<file path="config.mk">
export PLATFORM = sky130hd
export DESIGN_NAME = packet_output_arbiter
export DESIGN_NICKNAME = d
export VERILOG_FILES = /design/src/rtl/packet_output_arbiter.sv
export SDC_FILE = /design/constraint.sdc
export NUM_CORES = 1
export LEC_CHECK = 0
export ABC_CLOCK_PERIOD_IN_PS = 2540
export CAP_MARGIN = 5
export CORE_MARGIN = 2
export CORE_UTILIZATION = 33
export DETAILED_ROUTE_END_ITERATION = 6
export MAX_ROUTING_LAYER = met4
export PLACE_DENSITY_LB_ADDON = 0.15
export SYNTH_ARGS = -nofsm -noshare
export SYNTH_HDL_FRONTEND = slang
export SYNTH_SLANG_ARGS = --single-unit
</file>
<file path="constraint.sdc">
create_clock -name clk -period 2.54 [get_ports clk]
set_clock_uncertainty 0.1 [all_clocks]
set_input_delay 0.381 -clock clk [delete_from_list [all_inputs] [get_ports clk]]
set_output_delay 0.381 -clock clk [all_outputs]
set_load 0.005 [all_outputs]
</file>
<file path="src/rtl/packet_output_arbiter.sv">
// Output-port switch allocator: round-robin grant among input FIFOs, held for a
// whole wormhole packet (head..tail, or a flit-count limit), with the granted
// input's flit muxed onto the output link.
module packet_output_arbiter #(
    parameter int INPUTS        = 3,
    parameter int DATA_WIDTH    = 32,
    parameter int TYPE_WIDTH    = 2,
    parameter int REQUEST_WIDTH = $clog2(INPUTS),
    parameter int FlitPerPacket = 6
) (
    input  logic                         clk,
    input  logic                         rst,
    input  logic [INPUTS-1:0]            req_bus,
    input  logic [INPUTS*DATA_WIDTH-1:0] data_in_bus,
    input  logic [INPUTS-1:0]            valid_in_bus,
    output logic [INPUTS-1:0]            ready_in_bus,
    output logic [DATA_WIDTH-1:0]        data_out,
    output logic                         valid_out,
    input  logic                         ready_out,
    output logic [INPUTS-1:0]            grant,
    output logic [REQUEST_WIDTH-1:0]     sel,
    output logic                         locked,
    output logic                         protocol_err
);
    localparam int CNT_W = $clog2(FlitPerPacket + 1);

    localparam logic [TYPE_WIDTH-1:0] T_RSVD = TYPE_WIDTH'(0);
    localparam logic [TYPE_WIDTH-1:0] T_HEAD = TYPE_WIDTH'(1);
    localparam logic [TYPE_WIDTH-1:0] T_TAIL = TYPE_WIDTH'(3);

    typedef enum logic {IDLE, LOCKED} state_t;

    state_t                     state_q, state_d;
    logic [INPUTS-1:0]          grant_q, grant_d;
    logic [REQUEST_WIDTH-1:0]   sel_q, sel_d;
    logic [REQUEST_WIDTH-1:0]   ptr_q, ptr_d;
    logic [CNT_W-1:0]           cnt_q, cnt_d;
    logic                       locked_q, locked_d;
    logic                       err_q, err_d;

    logic [DATA_WIDTH-1:0]      gnt_data;
    logic                       gnt_valid;
    logic                       pick_found;
    logic [REQUEST_WIDTH-1:0]   pick_idx;
    logic [TYPE_WIDTH-1:0]      ftype;
    logic                       xfer;
    logic                       first_flit;
    logic                       at_limit;
    logic                       is_tail;

    // Select the granted input's flit and valid.
    always_comb begin
        gnt_data  = '0;
        gnt_valid = 1'b0;
        for (int i = 0; i < INPUTS; i++) begin
            if (sel_q == REQUEST_WIDTH'(i)) begin
                gnt_data  = data_in_bus[i*DATA_WIDTH +: DATA_WIDTH];
                gnt_valid = valid_in_bus[i];
            end
        end
    end

    // Round-robin search: first requester at or above the pointer, wrapping.
    always_comb begin
        int idx;
        idx        = 0;
        pick_found = 1'b0;
        pick_idx   = '0;
        for (int k = 0; k < INPUTS; k++) begin
            idx = (int'(ptr_q) + k) % INPUTS;
            if (!pick_found && req_bus[idx]) begin
                pick_found = 1'b1;
                pick_idx   = REQUEST_WIDTH'(idx);
            end
        end
    end

    // Link outputs are only driven while a packet is held.
    always_comb begin
        valid_out    = locked_q & gnt_valid;
        data_out     = locked_q ? gnt_data : '0;
        ready_in_bus = (locked_q & ready_out) ? grant_q : '0;
    end

    // Transfer decode: flit type, position within packet, release conditions.
    always_comb begin
        ftype      = gnt_data[DATA_WIDTH-1 -: TYPE_WIDTH];
        xfer       = valid_out & ready_out;
        first_flit = (cnt_q == '0);
        at_limit   = (cnt_q == CNT_W'(FlitPerPacket - 1));
        is_tail    = (ftype == T_TAIL);
    end

    // Next-state: grant on request in IDLE, count and release in LOCKED.
    always_comb begin
        state_d  = state_q;
        grant_d  = grant_q;
        sel_d    = sel_q;
        ptr_d    = ptr_q;
        cnt_d    = cnt_q;
        locked_d = locked_q;
        err_d    = 1'b0;
        case (state_q)
            IDLE: begin
                if (pick_found) begin
                    state_d  = LOCKED;
                    grant_d  = INPUTS'(1) << pick_idx;
                    sel_d    = pick_idx;
                    cnt_d    = '0;
                    locked_d = 1'b1;
                end
            end
            LOCKED: begin
                if (xfer) begin
                    cnt_d = cnt_q + CNT_W'(1);
                    // Errors are flagged only; the flit is still forwarded.
                    err_d = (first_flit && ftype != T_HEAD) ||
                            (!first_flit && ftype == T_HEAD) ||
                            (ftype == T_RSVD) ||
                            (at_limit && !is_tail);
                    if (is_tail || at_limit) begin
                        state_d  = IDLE;
                        grant_d  = '0;
                        cnt_d    = '0;
                        locked_d = 1'b0;
                        ptr_d    = (sel_q == REQUEST_WIDTH'(INPUTS - 1)) ? '0 : sel_q + REQUEST_WIDTH'(1);
                    end
                end
            end
            default: begin
                state_d  = IDLE;
                grant_d  = '0;
                locked_d = 1'b0;
                cnt_d    = '0;
            end
        endcase
    end

    // State registers; reset aborts any held packet immediately.
    always_ff @(posedge clk or posedge rst) begin
        if (rst) begin
            state_q  <= IDLE;
            grant_q  <= '0;
            sel_q    <= '0;
            ptr_q    <= '0;
            cnt_q    <= '0;
            locked_q <= 1'b0;
            err_q    <= 1'b0;
        end else begin
            state_q  <= state_d;
            grant_q  <= grant_d;
            sel_q    <= sel_d;
            ptr_q    <= ptr_d;
            cnt_q    <= cnt_d;
            locked_q <= locked_d;
            err_q    <= err_d;
        end
    end

    assign grant        = grant_q;
    assign sel          = sel_q;
    assign locked       = locked_q;
    assign protocol_err = err_q;

endmodule
</file>
==> impl_metrics.py <==
metrics = {
    "place": {
        "port_buffers": 147,
        "hpwlAfterDp_um": 5360,
        "place.gp.congestion": 0.780,
        "postPlaceCellArea_um2": 3370,
    },
    "yosys": {
        "synth_area_leaders": "mux2i_1 (21%), dfrtp_1 (18%), and2_1 (12%), o21ai_0 (10%), nand2_1 (8.1%)",
        "synth_cell_types": 39,
        "postSynthCellCount": 237,
        "synthArstFlopShare_pct": 100,
        "yosysMostFrequentCell": "nand2_1",
        "syn_area_per_cell_um2": 7.60,
        "syn_area_um2": 1800,
        "ys_ff_latch": 13,
        "synth_edf_count": 0,
        "ys_seq_area_share_pct": 18.1,
        "yosys-top-cells-count": "nand2_1 (39), mux2i_1 (37), o21ai_0 (37), and2_1 (34), dfrtp_1 (13)",
        "synth_top_cell_by_area": "mux2i_1",
        "synth_nets": 349,
        "synthFlopType": "dfrtp_1",
        "synth_top_area_share_pct": 20.6,
        "yosys_warnings": 0,
    },
    "detailed_routing": {
        "first_pass_iters": 4,
        "ant_nets": 0,
        "wl_per_cell_um": 14.4,
        "vias_per_cell": 4.84,
        "dr.first_iter.drc_count": 68,
        "drc": 0,
        "wl_um": 6560,
        "vias": 2202,
    },
    "clocking": {
        "cts_buffer_depth": 2,
        "cts_tree": "built",
        "htreeDepth": 1,
        "numCtsBuffers": 3,
        "clock_sinks": 13,
        "insertion_delay_ns": 0.24,
        "cts_hold_buf": 0,
        "cts_root_buf": "clkbuf_8",
        "clkTransAtPathRegs_ns": 0.06,
    },
    "timing": {
        "layout_worst_path_cycle_share_pct": 95.1,
        "final_hold_viol_count": 0,
        "fmax_ghz": 0.414,
        "finalSetupViolations": 0,
        "tns_ns": 0,
        "slew-limit-headroom_pct": 67.3,
        "worstMarginPinSlew_ns": 0.489,
        "rsz0062_at_grt": "no",
        "drv_slew": 0,
        "period_needed_ns": 2.41,
    },
    "critical_path": {
        "crit_type": "reg2out",
        "critPathArrivalTime_ns": 1.93,
        "r2r-start": "ptr_q[1]",
        "crit_path_start_kind": "flip-flop",
        "crit_path_end_kind": "output pin",
        "critPathRequiredTime_ns": 2.06,
        "regToRegSetupSlack_ns": 0.46,
        "reg2reg_to": "grant[0]",
        "worstPathMaxFanout": 6,
        "rr_worst_depth": 7,
        "cp-startpoint": "sel[1]",
    },
    "finish": {
        "drive_gt1_share_pct": 6.23,
        "stdcell_area_um2": 3450,
        "utilization_pct": 66.6,
        "antenna_cells": 0,
        "area_growth_pct": 91.5,
        "nets": 498,
    },
    "power_and_ir_drop": {
        "combPwrFrac_pct": 82.0,
        "total_leakage_power_nw": 1.35,
        "power.total_w": 0.00307,
        "ir_worst_vdd_mv": 0.534,
        "swShare_pct": 40.3,
        "clockPowerShare_pct": 6.0,
        "p_switching_w": 0.00124,
        "power_density_nw_per_um2": 891,
        "p_seq_share_pct": 12.0,
        "p_int_w": 0.00183,
    },
    "global_route": {
        "first_global_vias": 2169,
        "grt_pass1_wl_um": 10500,
        "globalRouteTotalUtil_pct": 21.8,
        "grt_max_degree": 27,
        "antenna_found_initial": 0,
        "grt_overflow": 0,
    },
    "die": {
        "ios": 148,
        "rows": 26,
        "start_util_pct": 34.8,
        "core_area_um2": 5170,
        "die_w_um": 77.9,
        "die-area_um2": 6060,
        "die_y_um": 77.9,
    },
    "worst_hold_path": {
        "hold_class": "in2async",
    },
    "outcome": {
        "outcome": "finished clean",
    },
    "run": {
        "cap_violations": 0,
    },
}
power groups by stage:
stage | Combinational, W | Clock [W] | Sequential, W
CTS | 0.00253 | 0.000184 | 0.000369
floorplan | 0.00134 | 0 | 0.000353
finish | 0.00252 | 0.000184 | 0.000368
global placement | 0.00244 | 0 | 0.000387
global route | 0.00276 | 0.000199 | 0.000387
detailed placement | 0.00248 | 0 | 0.000390
worst max-delay path: stages (launching register included):
cell and delay (ns):
dfrtp_2 0.45, buf_4 0.16, buf_4 0.16, mux2i_1 0.12, o21ai_0 0.15, and2_1 0.15, clkdlybuf4s50_1 0.51
per-stage QoR:
stage	worst slack, ns	hold WS (ns)	instances
after floorplan	0.575	0.158	237
after global placement	0.185	0.406	448
after detailed placement	0.170	0.409	448
after CTS	0.112	0.381	455
after global routing	0.0193	0.413	455
final	0.125	0.362	455
worst max path at each step:
stage                         to  slack [ns]
finish               data_out[8]        0.13
floorplan               grant[0]        0.58
global route         data_out[8]        0.02
global placement    data_out[30]        0.19
CTS                 data_out[30]        0.11
detailed placement  data_out[30]        0.17
cell families (layout without fill, tap and decap cells):
logic type	Yosys count	in the layout	share of synthesized area [%]
flops	13	13	18.1
fa+ha+maj	7	7	4.86
buf+inv	23	171	5.84
mux	38	38	21.4
simple gates	95	95	27.7
compound gates	60	60	21.7
xor+xnor	1	1	0.487
layer usage:
layer,vias to the layer above,part of all wire [%],track usage [%]
li1,1118,-,-
met1,987,40,24.2
met2,91,51,39.9
met3,6,7.3,5.12
met4,0,1.2,3.57
met5,-,0,-
final cells by class:
| class | count | area [um2] |
|---|---|---|
| multi-input cells | 201 | 1380 |
| flip-flops and latches | 13 | 327 |
| inverters | 7 | 26.3 |
| well taps | 70 | 87.6 |
| fillers | 473 | 1730 |
| repair buffers | 160 | 1590 |
| clock buffers | 4 | 45.0 |
what timing repair did:
action	CTS	global route
buffers inserted	3	0
resized for setup	0	2
setup endpoints to repair	2	1
state kept, by name, indices dropped and copies added, names as in the netlist:
name	cells
cnt_q	3
grant	3
locked	1
protocol_err	1
ptr_q	2
sel	2
state_q	1
layout by cell type, fill, tap and decap left out, types with 2 or more instances in the layout:
| cell | netlist | routed |
|---|---|---|
| buf_4 | 2 | 11 |
| nand3_1 | 4 | 4 |
| clkbuf_8 | 0 | 3 |
| inv_1 | 7 | 7 |
| o22ai_1 | 2 | 2 |
| dfrtp_1 | 13 | 12 |
| o2bb2ai_1 | 4 | 3 |
| nor2_1 | 4 | 4 |
| clkdlybuf4s50_1 | 0 | 147 |
| and2_1 | 34 | 34 |
| a21o_1 | 2 | 2 |
| mux2i_1 | 37 | 37 |
| o31ai_1 | 2 | 2 |
| nor2b_1 | 4 | 4 |
| o21ai_0 | 37 | 37 |
| nand2_1 | 39 | 39 |
| and3_1 | 4 | 4 |
| a21oi_1 | 2 | 2 |
| ha_1 | 7 | 7 |
Power figures use the tool's default switching activity.
==> RTL change 1: new RTL, same settings <==
`INPUTS`: 3 -> 2.
--- a/src/rtl/packet_output_arbiter.sv
+++ b/src/rtl/packet_output_arbiter.sv
@@ -4,3 +4,3 @@
 module packet_output_arbiter #(
-    parameter int INPUTS        = 3,
+    parameter int INPUTS        = 2,
     parameter int DATA_WIDTH    = 32,
Interface: changed (6 resized); port bits go from 148 to 111. The function was not compared with the original's and may differ.
==> RTL change 1 against the unedited design <==
Via count fell by 40%; routed wire length shrank 40%; critical path depth fell by 2; setup slack better by 30 ps; sequential cell count decreased by 3; total power decreased by 38%; first-iteration DRC count down 31%; non-clock buffer count fell by 46; cell area is 33% lower; core utilization increased by 3.5 points; combinational power shrank 43%; critical path type unchanged; critical endpoint is now data_out[13]; count of clock-buffer cells in the layout did not move; cell count down 37%; synthesized area down 38%; largest power group unchanged.
==> RTL change 1: results (changes against the unedited design) <==
FILLERS=260  # was 473
POST_SYNTH_MUX_AREA_SHARE_PCT=30.5  # was 21.4%
CLOCK_SINKS=10  # was 13
VDD_IR_DROP_MAX_mV=0.513  # was 0.534 mV
FINALCRITICALPERIOD_PS=2390  # was 2410 ps
SLEW-LIMIT-HEADROOM_PCT=70.4  # was 67.3%
GRT_PASS1_WL_MICRONS=6580  # was 10,500 microns
PLACEMENT.SETUP.WORST_SLACK_PS=330  # was 170 ps
DIE_X_MICRONS=62.2  # was 77.9 microns
COMB-POWER_W=0.00144  # was 0.00252 W
MULTI_INPUT_AREA_SHARE_PCT=35.2  # was 39.9%
FIN_WORST_HOLD_SLACK_PS=309  # was 362 ps
POWER_FRAC_COMB_PCT=75.2  # was 82.0%
AREA_GROWTH_PCT=106  # was 91.5%
WORST-R2R-SETUP-SLACK_PS=790  # was 460 ps
P_CLK_SHARE_PCT=7.2  # was 6.0%
TOTAL_SWITCHING_POWER_W=0.000663  # was 0.00124 W
LAYOUT.AREA.SEQ_SQ_UM=254  # was 327 sq um
SYNTH_CELL_TYPE_COUNT=26  # was 39
SYN-MEAN-INSTANCE-AREA_SQ_UM=8.60  # was 7.60 sq um
STATUS='finished, final reports clean'  # unchanged
PLACED_CELLS=282  # was 448
REG2REG_PATH_DEPTH=4  # was 7
CRIT_ARRIVAL_PS=1900  # was 1930 ps
WORST_PATH_LARGEST_CELL_DELAY_PS=600  # was 510 ps
CLOCKNETWORKAREASHARE_PCT=1.57  # was 1.31%
[RTL change 1: cell types whose count changed in the layout (fill, tap and decap cells not counted), moves of 4 or more]
cell                              change
sky130_fd_sc_hd__and2_1              -34
sky130_fd_sc_hd__buf_4                -7
sky130_fd_sc_hd__clkdlybuf4s50_1     -37
sky130_fd_sc_hd__ha_1                 -4
sky130_fd_sc_hd__mux2i_1              -4
sky130_fd_sc_hd__nand2_1             -36
sky130_fd_sc_hd__nand2b_1             +5
sky130_fd_sc_hd__nor2_1               +6
sky130_fd_sc_hd__nor2b_1             +30
sky130_fd_sc_hd__o21ai_0             -36
[RTL change 1: per-layer routing]
metal	global-route usage (%)	up-vias	routed length [microns]
li1	-	659	-
met5	-	-	0
met4	7.22	0	74
met3	5.07	8	328
met1	26.1	590	1690
met2	35.9	75	1820
[RTL change 1: timing repair]
| action | in CTS | in global routing |
|---|---|---|
| setup endpoints to repair | 0 | 15 |
| gates resized for setup | 0 | 1 |
| endpoints found under the hold margin | 0 | 0 |
==> RTL change 2: new RTL, same flow settings <==
Made on the original files. Reset style: synchronous (`rst`), changed in one clocked block.
--- a/src/rtl/packet_output_arbiter.sv
+++ b/src/rtl/packet_output_arbiter.sv
@@ -139,3 +139,3 @@
     // State registers; reset aborts any held packet immediately.
-    always_ff @(posedge clk or posedge rst) begin
+    always_ff @(posedge clk) begin
         if (rst) begin
Check against the original RTL: differs if rst is asserted again (counterexample within 4 cycles, from zero or initial values and one cycle with rst high); with rst held inactive, the same outputs for 4 cycles.
==> RTL change 2 against the unedited design <==
Core utilization shrank 0.82 points; setup slack lost 28 ps; routed wire length grew 7.8%; highest routed layer unchanged; sequential cell count is the same; cell area shrank 1.2%; synthesized area shrank 0.76%; non-clock buffer count shrank 6.
Power is left out: it rests on default switching activity, and per cell area and clock period it moved more than threefold.
==> RTL change 2: results (changes against the unedited design) <==
STATUS='finished, final reports clean'  # unchanged
N_MULTI_INPUT_COMBINATIONAL_CELL=206  # was 201
LAYOUT.CELLS.NON_FILLER=458  # was 455
MULTI_INPUT_AREA_SHARE_PCT=41.7  # was 39.9%
SEQ_SHARE_PCT=7.68  # was 9.47%
CRIT_ARRIVAL_PS=1960  # was 1930 ps
HOLD_PATH.CLASS='flop to flop'  # was input port to asynchronous set/reset pin
SYNTH-MAIN-FF-CELL='sky130_fd_sc_hd__dfxtp_1'  # was sky130_fd_sc_hd__dfrtp_1
CRITICAL_PATH_CELL_WITH_THE_HIGHEST_STAGE_DELAY='sky130_fd_sc_hd__dfxtp_2'  # was sky130_fd_sc_hd__clkdlybuf4s50_1
POST_SYN_NETS=360  # was 349
DETAIL_ROUTE.WL_PER_CELL_MICRONS=15.4  # was 14.4 microns
SLEW-LIMIT-HEADROOM_PCT=63.5  # was 67.3%
WORST_PATH_MAXIMUM_FANOUT=21  # was 6
BUFFERS_EXCL_CLOCK=154  # was 160
PLACED_CELLS=454  # was 448
FINAL_LAYOUT_SIZE_SUFFIX_GT1_SHARE_PCT=4.90  # was 6.23%
CLOCKNETWORKAREASHARE_PCT=1.36  # was 1.31%
CTS_SETUP_BUFFERS=0  # was 3
SYN-INSTANCE-COUNT=248  # was 237
WORST_PATH_LARGEST_CELL_DELAY_PS=440  # was 510 ps
SYNTH_CELL_TYPE_COUNT=41  # was 39
LAYOUT.NON_CLOCK_INVERTERS=11  # was 7
NUMBER_OF_GLOBAL_ROUTE_VIAS_BEFORE_REPAIR=2178  # was 2,169
FILLERS=485  # was 473
SYNTH.YOSYS.SEQ_AREA_SHARE_PCT=14.6  # was 18.1%
GRT_PASS1_WL_MICRONS=11100  # was 10,500 microns
DPL.HPWL_MICRONS=5550  # was 5360 microns
RTL change 2: cell count changes after synthesis, sizes merged, moves of 3 or more:
cell,delta
dfrtp,-13
nand3b,+3
inv,+4
buf,+3
nand2,-7
nand3,-3
nor4,+3
dfxtp,+13
nor2b,-3
a21oi,+6
nand2b,+5
RTL change 2: cells by family after synthesis:
group | after synthesis | share of synthesized area [%]
DFF | 13 | 14.6
and+or+nand+nor | 97 | 29.1
buffers and inverters | 29 | 6.65
muxes | 36 | 20.2
adders and majority gates | 7 | 4.90
AOI/OAI and AO/OA | 66 | 24.6
RTL change 2: metrics by stage:
step | hold slack (ps) | cell area (sq um)
2_1_floorplan | 378 | 1790
6_report | 421 | 3400
3_5_place_dp | 393 | 3350
4_1_cts | 423 | 3400
5_1_grt | 435 | 3400
3_3_place_gp | 389 | 3350
RTL change 2: final timing paths:
path	start	endpoint	slack, ps	cells after the start
hold / removal	ptr_q[1]$_SDFFE_PP0P_	ptr_q[1]$_SDFFE_PP0P_	420	2
setup reg to reg	ptr_q[0]$_SDFFE_PP0P_	grant[1]$_SDFFE_PP0P_	230	7
hold reg to reg	ptr_q[1]$_SDFFE_PP0P_	ptr_q[1]$_SDFFE_PP0P_	420	2
setup / recovery	sel[0]$_SDFFE_PP0P_	data_out[31]	100	5
RTL change 2: layer usage:
metal	track usage, %	wire length (microns)	share of wire, %
met5	-	0	0
met3	3.14	439	6.2
met4	5.18	102	1.4
met2	39.7	3450	49
met1	29.3	3080	44
RTL change 2: worst max-delay path, delay by kind of cell (launching register included):
kind	cells	cell delay, ps
and+or+nand+nor	1	170
buffers and inverters	2	650
AOI/OAI and AO/OA	1	130
muxes	1	320
DFF	1	440
RTL change 2: timing repair:
action / in CTS / in global routing
setup endpoints to repair: 0 / 25
resized for setup: 0 / 2
hold buffers: 0 / 0
